## src/rtl/mac_ctrl_pkg.sv

```systemverilog
// Shared state encoding, instruction codes and default timeout margin
// for the MAC array phase sequencer.
package mac_ctrl_pkg;

    typedef enum logic [2:0] {
        ST_IDLE,
        ST_LOAD,
        ST_GAP,
        ST_EXEC,
        ST_DRAIN,
        ST_DONE
    } state_t;

    localparam logic [1:0] INST_NOP  = 2'b00;
    localparam logic [1:0] INST_LOAD = 2'b01;
    localparam logic [1:0] INST_EXEC = 2'b10;

    localparam int DEF_TIMEOUT_MARGIN = 16;

endpackage

```

## src/rtl/mac_array_ctrl_if.sv

```systemverilog
// Bus between the phase sequencer, the upstream input FIFO and the MAC array.
// master = sequencer side, slave = FIFO/array side.
interface mac_array_ctrl_if #(
    parameter int col = 8
);
    logic           src_empty;
    logic           src_rd;
    logic [1:0]     inst_w;
    logic           mode;
    logic           data_mode;
    logic [col-1:0] valid_in;

    modport master (
        input  src_empty,
        input  valid_in,
        output src_rd,
        output inst_w,
        output mode,
        output data_mode
    );

    modport slave (
        output src_empty,
        output valid_in,
        input  src_rd,
        input  inst_w,
        input  mode,
        input  data_mode
    );

endinterface

```

## src/rtl/mac_ctrl_phase_cnt.sv

```systemverilog
// Loadable down-counter with decrement enable and zero flag; stops at zero.
module mac_ctrl_phase_cnt #(
    parameter int width = 8
) (
    input  logic             clk,
    input  logic             reset,
    input  logic             load,
    input  logic [width-1:0] load_val,
    input  logic             dec,
    output logic [width-1:0] count,
    output logic             zero
);

    always_ff @(posedge clk or posedge reset) begin
        if (reset) begin
            count <= '0;
        end else if (load) begin
            count <= load_val;
        end else if (dec && !zero) begin
            count <= count - 1'b1;
        end
    end

    assign zero = (count == '0);

endmodule

```

## src/rtl/mac_array_ctrl.sv

```systemverilog
// Phase sequencer for the 2D MAC array: kernel load, skew flush, execute, drain.
// Optional drain timeout is enabled by defining MAC_CTRL_TIMEOUT_EN.
module mac_array_ctrl
    import mac_ctrl_pkg::*;
#(
    parameter int row            = 8,
    parameter int col            = 8,
    parameter int cnt_bw         = 8,
    parameter int TIMEOUT_MARGIN = DEF_TIMEOUT_MARGIN
) (
    input  logic              clk,
    input  logic              reset,
    input  logic              start,
    input  logic [cnt_bw-1:0] kernel_len,
    input  logic [cnt_bw-1:0] exec_len,
    input  logic              mode_cfg,
    input  logic              data_mode_cfg,
    output logic              busy,
    output logic              done,
    output logic              err,
    output logic [cnt_bw-1:0] out_cnt,
    mac_array_ctrl_if.master  bus
);

    localparam logic [cnt_bw-1:0] DRAIN_LIMIT = cnt_bw'(row + col + TIMEOUT_MARGIN);
    localparam logic [cnt_bw-1:0] CNT_ONE     = cnt_bw'(1);

    state_t            state, state_next;
    logic              start_acc;
    logic              rd;
    logic              valid_last;
    logic [1:0]        inst_q;
    logic              mode_q;
    logic              dm_q;
    logic [cnt_bw-1:0] exec_len_q;
    logic [cnt_bw-1:0] gap_len;
    logic [cnt_bw-1:0] load_left, exec_left, phase_left;
    logic              load_zero, exec_zero, phase_zero;
    logic              phase_load;
    logic [cnt_bw-1:0] phase_val;
    logic              phase_dec;
    logic              set_err;

    assign start_acc  = (state == ST_IDLE) && start;
    assign rd         = ((state == ST_LOAD) || (state == ST_EXEC)) && !bus.src_empty;
    assign valid_last = bus.valid_in[col-1];
    assign gap_len    = dm_q ? CNT_ONE : cnt_bw'(row);

    assign bus.src_rd    = rd;
    assign bus.inst_w    = inst_q;
    assign bus.mode      = mode_q;
    assign bus.data_mode = dm_q;
    assign busy          = (state != ST_IDLE);

    mac_ctrl_phase_cnt #(.width(cnt_bw)) u_load_cnt (
        .clk      (clk),
        .reset    (reset),
        .load     (start_acc),
        .load_val (kernel_len),
        .dec      ((state == ST_LOAD) && rd),
        .count    (load_left),
        .zero     (load_zero)
    );

    mac_ctrl_phase_cnt #(.width(cnt_bw)) u_exec_cnt (
        .clk      (clk),
        .reset    (reset),
        .load     (start_acc),
        .load_val (exec_len),
        .dec      ((state == ST_EXEC) && rd),
        .count    (exec_left),
        .zero     (exec_zero)
    );

    // Shared between the skew-flush length and the drain watchdog.
    mac_ctrl_phase_cnt #(.width(cnt_bw)) u_phase_cnt (
        .clk      (clk),
        .reset    (reset),
        .load     (phase_load),
        .load_val (phase_val),
        .dec      (phase_dec),
        .count    (phase_left),
        .zero     (phase_zero)
    );

`ifdef MAC_CTRL_TIMEOUT_EN
    assign phase_dec = (state == ST_GAP) || (state == ST_DRAIN);
`else
    assign phase_dec = (state == ST_GAP);
`endif

    always_ff @(posedge clk or posedge reset) begin
        if (reset) begin
            state <= ST_IDLE;
        end else begin
            state <= state_next;
        end
    end

    always_comb begin
        state_next = state;
        phase_load = 1'b0;
        phase_val  = '0;
        set_err    = 1'b0;
        case (state)
            ST_IDLE: begin
                if (start) begin
                    if (exec_len == '0) begin
                        state_next = ST_DONE;
                    end else if (kernel_len == '0) begin
                        state_next = ST_EXEC;
                    end else begin
                        state_next = ST_LOAD;
                    end
                end
            end
            ST_LOAD: begin
                if (rd && (load_left == CNT_ONE)) begin
                    state_next = ST_GAP;
                    phase_load = 1'b1;
                    phase_val  = gap_len;
                end
            end
            ST_GAP: begin
                if (phase_left <= CNT_ONE) begin
                    state_next = ST_EXEC;
                end
            end
            ST_EXEC: begin
                if (rd && (exec_left == CNT_ONE)) begin
                    state_next = ST_DRAIN;
                    phase_load = 1'b1;
                    phase_val  = DRAIN_LIMIT;
                end
            end
            ST_DRAIN: begin
                if (out_cnt == exec_len_q) begin
                    state_next = ST_DONE;
                end
`ifdef MAC_CTRL_TIMEOUT_EN
                else if (phase_zero) begin
                    state_next = ST_DONE;
                    set_err    = 1'b1;
                end
`endif
            end
            ST_DONE: begin
                state_next = ST_IDLE;
            end
            default: begin
                state_next = ST_IDLE;
            end
        endcase
    end

    // Instruction is registered so it lines up with the FIFO's 1-cycle read data.
    always_ff @(posedge clk or posedge reset) begin
        if (reset) begin
            inst_q <= INST_NOP;
            done   <= 1'b0;
        end else begin
            inst_q <= {(state == ST_EXEC) && rd, (state == ST_LOAD) && rd};
            done   <= (state == ST_DONE);
        end
    end

    always_ff @(posedge clk or posedge reset) begin
        if (reset) begin
            mode_q     <= 1'b0;
            dm_q       <= 1'b0;
            exec_len_q <= '0;
            out_cnt    <= '0;
        end else if (start_acc) begin
            mode_q     <= mode_cfg;
            dm_q       <= data_mode_cfg;
            exec_len_q <= exec_len;
            out_cnt    <= '0;
        end else if (((state == ST_EXEC) || (state == ST_DRAIN)) && valid_last && (out_cnt != '1)) begin
            out_cnt <= out_cnt + 1'b1;
        end
    end

`ifdef MAC_CTRL_TIMEOUT_EN
    always_ff @(posedge clk or posedge reset) begin
        if (reset) begin
            err <= 1'b0;
        end else if (start_acc) begin
            err <= 1'b0;
        end else if (set_err) begin
            err <= 1'b1;
        end
    end
`else
    assign err = 1'b0;
`endif

    logic unused_sink;
    assign unused_sink = ^{bus.valid_in, load_zero, exec_zero, phase_zero, set_err, DRAIN_LIMIT};

endmodule

```

## src/flat_wrapper.sv

```systemverilog
// flat-port wrapper written by rule: the top's interface ports become plain ports
module mac_array_ctrl_flat import mac_ctrl_pkg::*;
#(
    parameter int row            = 8,
    parameter int col            = 8,
    parameter int cnt_bw         = 8,
    parameter int TIMEOUT_MARGIN = DEF_TIMEOUT_MARGIN
)
  (clk, reset, start, kernel_len, exec_len, mode_cfg, data_mode_cfg, busy, done, err, out_cnt, bus_src_empty, bus_valid_in, bus_src_rd, bus_inst_w, bus_mode, bus_data_mode);
  mac_array_ctrl_if #(.col(col)) bus_i ();
  input  logic clk;
  input  logic reset;
  input  logic start;
  input  logic [cnt_bw-1:0] kernel_len;
  input  logic [cnt_bw-1:0] exec_len;
  input  logic mode_cfg;
  input  logic data_mode_cfg;
  output logic busy;
  output logic done;
  output logic err;
  output logic [cnt_bw-1:0] out_cnt;
  input wire logic [$bits(bus_i.src_empty)-1:0] bus_src_empty;
  input wire logic [$bits(bus_i.valid_in)-1:0] bus_valid_in;
  output wire logic [$bits(bus_i.src_rd)-1:0] bus_src_rd;
  output wire logic [$bits(bus_i.inst_w)-1:0] bus_inst_w;
  output wire logic [$bits(bus_i.mode)-1:0] bus_mode;
  output wire logic [$bits(bus_i.data_mode)-1:0] bus_data_mode;
  assign bus_i.src_empty = bus_src_empty;
  assign bus_i.valid_in = bus_valid_in;
  assign bus_src_rd = bus_i.src_rd;
  assign bus_inst_w = bus_i.inst_w;
  assign bus_mode = bus_i.mode;
  assign bus_data_mode = bus_i.data_mode;
  mac_array_ctrl #(.row(row), .col(col), .cnt_bw(cnt_bw), .TIMEOUT_MARGIN(TIMEOUT_MARGIN)) u_core (.clk(clk), .reset(reset), .start(start), .kernel_len(kernel_len), .exec_len(exec_len), .mode_cfg(mode_cfg), .data_mode_cfg(data_mode_cfg), .busy(busy), .done(done), .err(err), .out_cnt(out_cnt), .bus(bus_i));
endmodule
```

## config.mk

```make
export PLATFORM = sky130hd
export DESIGN_NAME = mac_array_ctrl_flat
export DESIGN_NICKNAME = d
export VERILOG_FILES = /design/src/rtl/mac_ctrl_pkg.sv /design/src/rtl/mac_array_ctrl_if.sv /design/src/rtl/mac_ctrl_phase_cnt.sv /design/src/rtl/mac_array_ctrl.sv /design/src/flat_wrapper.sv
export SDC_FILE = /design/constraint.sdc
export NUM_CORES = 1
export LEC_CHECK = 0
export BUFFER_PORTS_ARGS = -buffer_cell sky130_fd_sc_hd__clkbuf_2
export CORE_AREA = 2 2 72 74
export DETAILED_ROUTE_END_ITERATION = 10
export DIE_AREA = 0 0 74 76
export PLACE_DENSITY = 0.85
export SLEW_MARGIN = 20
export SYNTH_ARGS = -nofsm -noshare
export SYNTH_HDL_FRONTEND = slang
export SYNTH_SLANG_ARGS = --single-unit
```

## constraint.sdc

```tcl
create_clock -name clk -period 2.3 [get_ports clk]
set_input_delay 0.575 -clock clk [delete_from_list [all_inputs] [get_ports clk]]
set_output_delay 0.575 -clock clk [all_outputs]
set_load 0.005 [all_outputs]
```

==> results of run 1 <==
## tightest hold or removal path, delay by kind of cell
| kind | cells | cell delay [ps] |
|---|---|---|
| buffers and inverters | 3 | 590 |
## power by group through the flow
stage          Sequential (W)  Combinational (W)  Clock (W)
3_3_place_gp         0.000860          0.0000452          0
2_1_floorplan        0.000860          0.0000168          0
5_1_grt              0.000843          0.0000523   0.000577
4_1_cts              0.000843          0.0000463   0.000541
3_5_place_dp         0.000860          0.0000462          0
6_report             0.000843          0.0000448   0.000523
## stage by stage
step	utilization	power (W)	area [um2]
after detailed placement	0.5942	0.0009061	2919
after CTS	0.6126	0.001430	3009
after global routing	0.6136	0.001472	3014
after floorplan	-	0.0008767	2639
after global placement	0.5942	0.0009051	2919
final	0.6136	0.001411	3014
## worst paths after layout
check,end,slack (ps),depth (start not counted),startpoint
worst max register to register,u_core.state[0]$_DFFE_PP0P_,230,6,u_core.u_phase_cnt.count[0]$_DFFE_PP0P_
min in group clk,u_core.bus.mode$_DFFE_PP0P_,460,3,mode_cfg
max in group asynchronous,u_core.bus.inst_w[1]$_DFF_PP0_,1490,3,reset
worst max-delay path,u_core.state[0]$_DFFE_PP0P_,230,6,u_core.u_phase_cnt.count[0]$_DFFE_PP0P_
worst min register to register,u_core.bus.mode$_DFFE_PP0P_,490,2,u_core.bus.mode$_DFFE_PP0P_
worst min-delay path,u_core.u_exec_cnt.count[3]$_DFFE_PP0P_,390,3,reset
## kinds of logic after synthesis
group	after synthesis	share of synthesized area
muxes	2	0.007587
and+or+nand+nor	129	0.2418
buffers and inverters	27	0.04410
other	1	0.001421
xor gates and xnor gates	16	0.05311
DFF	48	0.4552
adders and majority gates	10	0.04742
AOI/OAI and AO/OA	55	0.1494
## flip-flops by register name, indices dropped and copies added, names as in the netlist
name                      cells
u_core.exec_len_q             8
u_core.out_cnt                8
u_core.u_exec_cnt.count       8
u_core.u_load_cnt.count       8
u_core.u_phase_cnt.count      8
u_core.state                  3
u_core.bus.inst_w             2
u_core.bus.data_mode          1
u_core.bus.mode               1
u_core.done                   1
## per-layer routing
| metal | vias to the layer above | track usage | wire (um) |
|---|---|---|---|
| li1 | 1111 | - | - |
| met5 | - | 0 | 0 |
| met2 | 53 | 0.3625 | 2927 |
| met4 | 0 | 0.07091 | 85 |
| met3 | 9 | 0.05291 | 317 |
| met1 | 1075 | 0.3093 | 2577 |
## final cells by class
class,count,area share
tap,70,0.02906
sequential,48,0.3985
inverter,17,0.02117
timing repair buffer,45,0.08136
clock buffer,8,0.02989
multi-input combinational,213,0.4400
## what timing repair did
action | in CTS | in global routing
setup endpoints to repair | 0 | 8
gates resized for setup | 0 | 2
hold endpoints to repair | 0 | 0
## layout by cell type, fill, tap and decap left out, types with 3 or more instances in the layout
cell type,instances
dfrtp_1,48
nand2_1,43
clkbuf_2,37
nor2_1,25
inv_1,16
nor3_1,15
o21ai_0,14
nand3_1,12
ha_1,10
xnor2_1,9
buf_4,8
xor2_1,7
o211ai_1,6
clkbuf_8,6
a21oi_1,5
nor4_1,5
nand4_1,5
or3_1,4
o311ai_0,3
o22ai_1,3
or4_1,3
a311oi_1,3
a221o_1,3
==> qor.txt, run 1 <==
DIE AREA -> 5624 um2
Setup TNS -> 0 ps
Post-route ant nets -> 0
Max Clock Skew -> 6.906 ps
Setup-failing EPs final -> 0
Top post-synthesis cells by area -> dfrtp_1, nand2_1, ha_1
Worst hold margin -> 392.7 ps
Share of cells above drive strength 1 -> 0.1843
Final GP Congestion -> 0.8725
Largest net degree at the start of global routing -> 49
CTS sink count -> 48
Max incr delay on CP -> 610 ps
Yosys reg bits -> 48
Final worst path period share -> 0.9012
GRT Util Overall -> 0.2288
Non-Filler Instances -> 401
Max-Cap Viols -> 0
Placed cell count -> 393
Initial DRC count -> 250
First-pass GRT wire length -> 10050 um
Syn Area/Cell -> 9.162 um2
CTS Hold Bufs -> 0
Slowest-stage cell, CP -> a2111oi_1
Worst Setup End Kind -> register
Worst-path maximum fanout -> 5
Top_reg_cell synth -> dfrtp_1
Clock slew at reported path FFs -> 90 ps
Clk buf depth -> 2
Power Density -> 468.1 nW/um2
Num CTS Buffers -> 5
Critical Path AT -> 2240 ps
PortBufs -> 37
Critical path required time -> 2470 ps
Layout net count -> 370
Total Wirelength -> 5907 um
Worst-Margin Slew -> 686.5 ps
Sequential Power Share -> 0.597
Initial Util -> 0.5372
Area of the core -> 4912 um2
CP top delay family -> compound AO/OA/AOI/OAI gates
Net Sw Power -> 0.0003057 W
Initial antenna violation count -> 0
Io pins -> 46
Post-synth top cells -> dfrtp_1, nand2_1, nor2_1
Drt wl/cell -> 14.73 um
Clock latency on the worst-skew pair -> 310 ps
Vias in the first global route -> 2171
Fmax -> 0.4824 GHz
Worst hold path class -> in2async
Area share of the leading cell type in the synthesized netlist -> 0.4552
Die height -> 76 um
Final hold viol count -> 0
Via density -> 5.606
Seq/Total Area, Yosys -> 0.4552
Clock share of power -> 0.371
Vias post-DR -> 2248
Chip width -> 74 um
Critical path launch point type -> register
Int Power -> 0.001105 W
Post-Syn Area -> 2639 um2
CP Cell Sequence -> inv_1, ha_1, o2111a_1, a2111oi_1, nand4b_1, o31ai_1
Post-synthesis cell type count -> 52
Synth async-reset ratio -> 1.000
Setup CP Type -> reg2reg
Postcts setup bufs -> 0
Post-route worst setup slack -> 227.2 ps
Drt drc -> 0
Comb pwr share -> 0.032
Seq. cell area -> 1201 um2
CTS root buffer -> clkbuf_8
RSZ-0062 raised after global routing -> false
Dpl ws -> 79.65 ps
Status -> complete, no violations
Pre-antenna DRT Iters -> 4
Pleak -> 1.476 nW
Post-synth top area cell -> dfrtp_1
Diode count -> 0
Switching Fraction -> 0.2166
Worst path bufs/invs -> 1
Layout area overhead -> 14.22%
Count leader, synth -> dfrtp_1
Fillers -> 410
Synth Warn # -> 0
Total grt overflow -> 0
CTS H-tree lvls -> 2
VDD IR-drop max -> 0.3925 mV
Cells after Synth -> 288
Syn_nets -> 328
Clock tree from TritonCTS -> done
Post-synth EDFFs -> 0
Num rows -> 26
Area of the multi-input gates -> 1326 um2
Max Slew Vio Count -> 0
DPL Wire Length -> 4411 um
Post-layout minimum cycle time -> 2073 ps
Max-slew headroom -> 0.5412
(Power assumes the default switching activity.)
==> run 2: changes to the inputs <==
--- a/config.mk
+++ b/config.mk
@@ -6,11 +6,12 @@
 export NUM_CORES = 1
 export LEC_CHECK = 0
 export BUFFER_PORTS_ARGS = -buffer_cell sky130_fd_sc_hd__clkbuf_2
-export CORE_AREA = 2 2 72 74
+export CORE_AREA = 2 2 77 79
 export DETAILED_ROUTE_END_ITERATION = 10
-export DIE_AREA = 0 0 74 76
-export PLACE_DENSITY = 0.85
+export DIE_AREA = 0 0 79 81
+export PLACE_DENSITY = 0.83
 export SLEW_MARGIN = 20
 export SYNTH_ARGS = -nofsm -noshare
 export SYNTH_HDL_FRONTEND = slang
+export SYNTH_HIERARCHICAL = 1
 export SYNTH_SLANG_ARGS = --single-unit
==> run 2 against run 1 <==
Against the previous run: first-iteration DRC count down 20%; global-route usage up 0.59 points; clock-buffer cell count down 3; non-clock buffer count up 11.
==> qor.txt, run 2 <==
Clock tree from TritonCTS -> done
Post-route worst setup slack -> 195.8 ps
Fmax -> 0.4752 GHz
CTS root buffer -> clkbuf_8
Max Slew Vio Count -> 0
Worst r2r path cells -> 4
Seq. cell area -> 1201 um2
Via density -> 5.970
Share of cells above drive strength 1 -> 0.1990
Dpl ws -> 49.72 ps
Die height -> 81 um
Io pins -> 46
Setup CP Type -> reg2reg
Final hold viol count -> 0
Worst hold path class -> in2async
Drt drc -> 0
Placed instance area -> 3372 um2
Critical path launch point type -> register
GRT Util Overall -> 0.2347
Worst setup startpoint -> u_core/state[1]$_DFFE_PP0P_
Largest net degree at the start of global routing -> 23
PortBufs -> 37
Synth Warn # -> 6
CTS sink count -> 48
VDD IR-drop max -> 0.5104 mV
Worst-Margin Slew -> 919.6 ps
DIE AREA -> 6399 um2
Clock latency on the worst-skew pair -> 300 ps
Worst Setup End Kind -> register
Area of the multi-input gates -> 1683 um2
Area of the core -> 5675 um2
Post-Syn Area -> 2983 um2
Power Density -> 984.2 nW/um2
Post-layout minimum cycle time -> 2104 ps
RSZ-0062 raised after global routing -> false
Worst-path maximum fanout -> 10
Max Clock Skew -> 4.010 ps
Num CTS Buffers -> 5
Clk buf depth -> 2
Diode count -> 0
Fin area -> 3455 um2
Num rows -> 28
Drt wl/cell -> 15.03 um
Max-Cap Viols -> 0
Postcts setup bufs -> 0
R2r setup slk -> 200 ps
Total Wirelength -> 7093 um
Syn Area/Cell -> 8.696 um2
Critical Path AT -> 2340 ps
Pre-antenna DRT Iters -> 6
Layout net count -> 434
Pleak -> 1.527 nW
CTS H-tree lvls -> 2
Tot Pwr -> 0.003400 W
Most common cell after layout, fill and taps aside -> nand2_1
Final GP Congestion -> 0.9167
Chip width -> 79 um
Cells after Synth -> 343
Total grt overflow -> 0
Vias in the first global route -> 2600
DPL Wire Length -> 5169 um
First-pass GRT wire length -> 12030 um
CTS Hold Bufs -> 0
Layout area overhead -> 15.81%
R2R Path Start -> u_core/state[1]$_DFFE_PP0P_
Status -> complete, no violations
Critical path required time -> 2530 ps
Max-slew headroom -> 0.3813
Initial antenna violation count -> 0
Setup TNS -> 0 ps
Post-route ant nets -> 0
Final worst path period share -> 0.9149
Most frequent cells in the layout -> nand2_1, dfrtp_1, clkbuf_2, nor2_1, buf_4
CP endpoint -> u_core/u_phase_cnt/count[5]$_DFFE_PP0P_
Initial Util -> 0.5256
Vias post-DR -> 2818
R2r endpoint -> u_core/u_phase_cnt/count[5]$_DFFE_PP0P_
Initial DRC count -> 199
Clock slew at reported path FFs -> 90 ps
Fillers -> 505
Setup-failing EPs final -> 0
run 2: worst min-delay path by stage:
stage / startpoint / slack (ps) / end
2_1_floorplan: reset / 390 / u_core/u_exec_cnt/count[0]$_DFFE_PP0P_
3_3_place_gp: u_core/bus.mode$_DFFE_PP0P_ / 460 / u_core/bus.mode$_DFFE_PP0P_
3_5_place_dp: reset / 470 / u_core/bus.inst_w[0]$_DFF_PP0_
4_1_cts: reset / 140 / u_core/bus.inst_w[1]$_DFF_PP0_
5_1_grt: reset / 150 / u_core/bus.inst_w[1]$_DFF_PP0_
6_report: reset / 140 / u_core/bus.inst_w[1]$_DFF_PP0_
run 2: metal layers:
| metal | global-route usage | vias up | part of all wire |
|---|---|---|---|
| met2 | 0.3915 | 65 | 0.48 |
| met5 | 0 | - | 0 |
| li1 | - | 1378 | - |
| met1 | 0.3171 | 1367 | 0.47 |
| met3 | 0.02556 | 8 | 0.034 |
| met4 | 0.08966 | 0 | 0.014 |
run 2: what timing repair did:
| item | 4_1_cts | 5_1_grt |
|---|---|---|
| endpoints found under the hold margin | 0 | 0 |
| endpoints found under the setup margin | 0 | 1 |
| gates resized for setup | 0 | 1 |
run 2: per-stage QoR:
step	hold slack, ps	std cells	util
finish	142.3	472	0.6087
floorplan	390.7	348	-
detailed placement	470.5	465	0.5941
CTS	137.2	472	0.6085
global placement	456.8	465	0.5941
global route	151.0	472	0.6087
run 2: final cells by class:
type | count | share of cell area
clock buffer | 5 | 0.01992
inverter | 18 | 0.01956
sequential | 48 | 0.3477
clock inverter | 2 | 0.003622
tap | 75 | 0.02716
timing repair buffer | 56 | 0.09489
multi-input combinational | 268 | 0.4871
run 2: where the power goes:
part | leakage (nW) | switching [W] | internal [W] | total, W
sequential | 0.593 | 0.000443 | 0.00116 | 0.00160
clock | 0.0400 | 0.000292 | 0.000207 | 0.000499
combinational | 0.894 | 0.000655 | 0.000647 | 0.00130
total | 1.53 | 0.00139 | 0.00201 | 0.00340
run 2: worst max-delay path, cell delays in order (launching register included):
cell	delay (ps)
dfrtp_1	540
nor3b_1	310
or3b_2	530
or4_1	480
a31oi_1	160
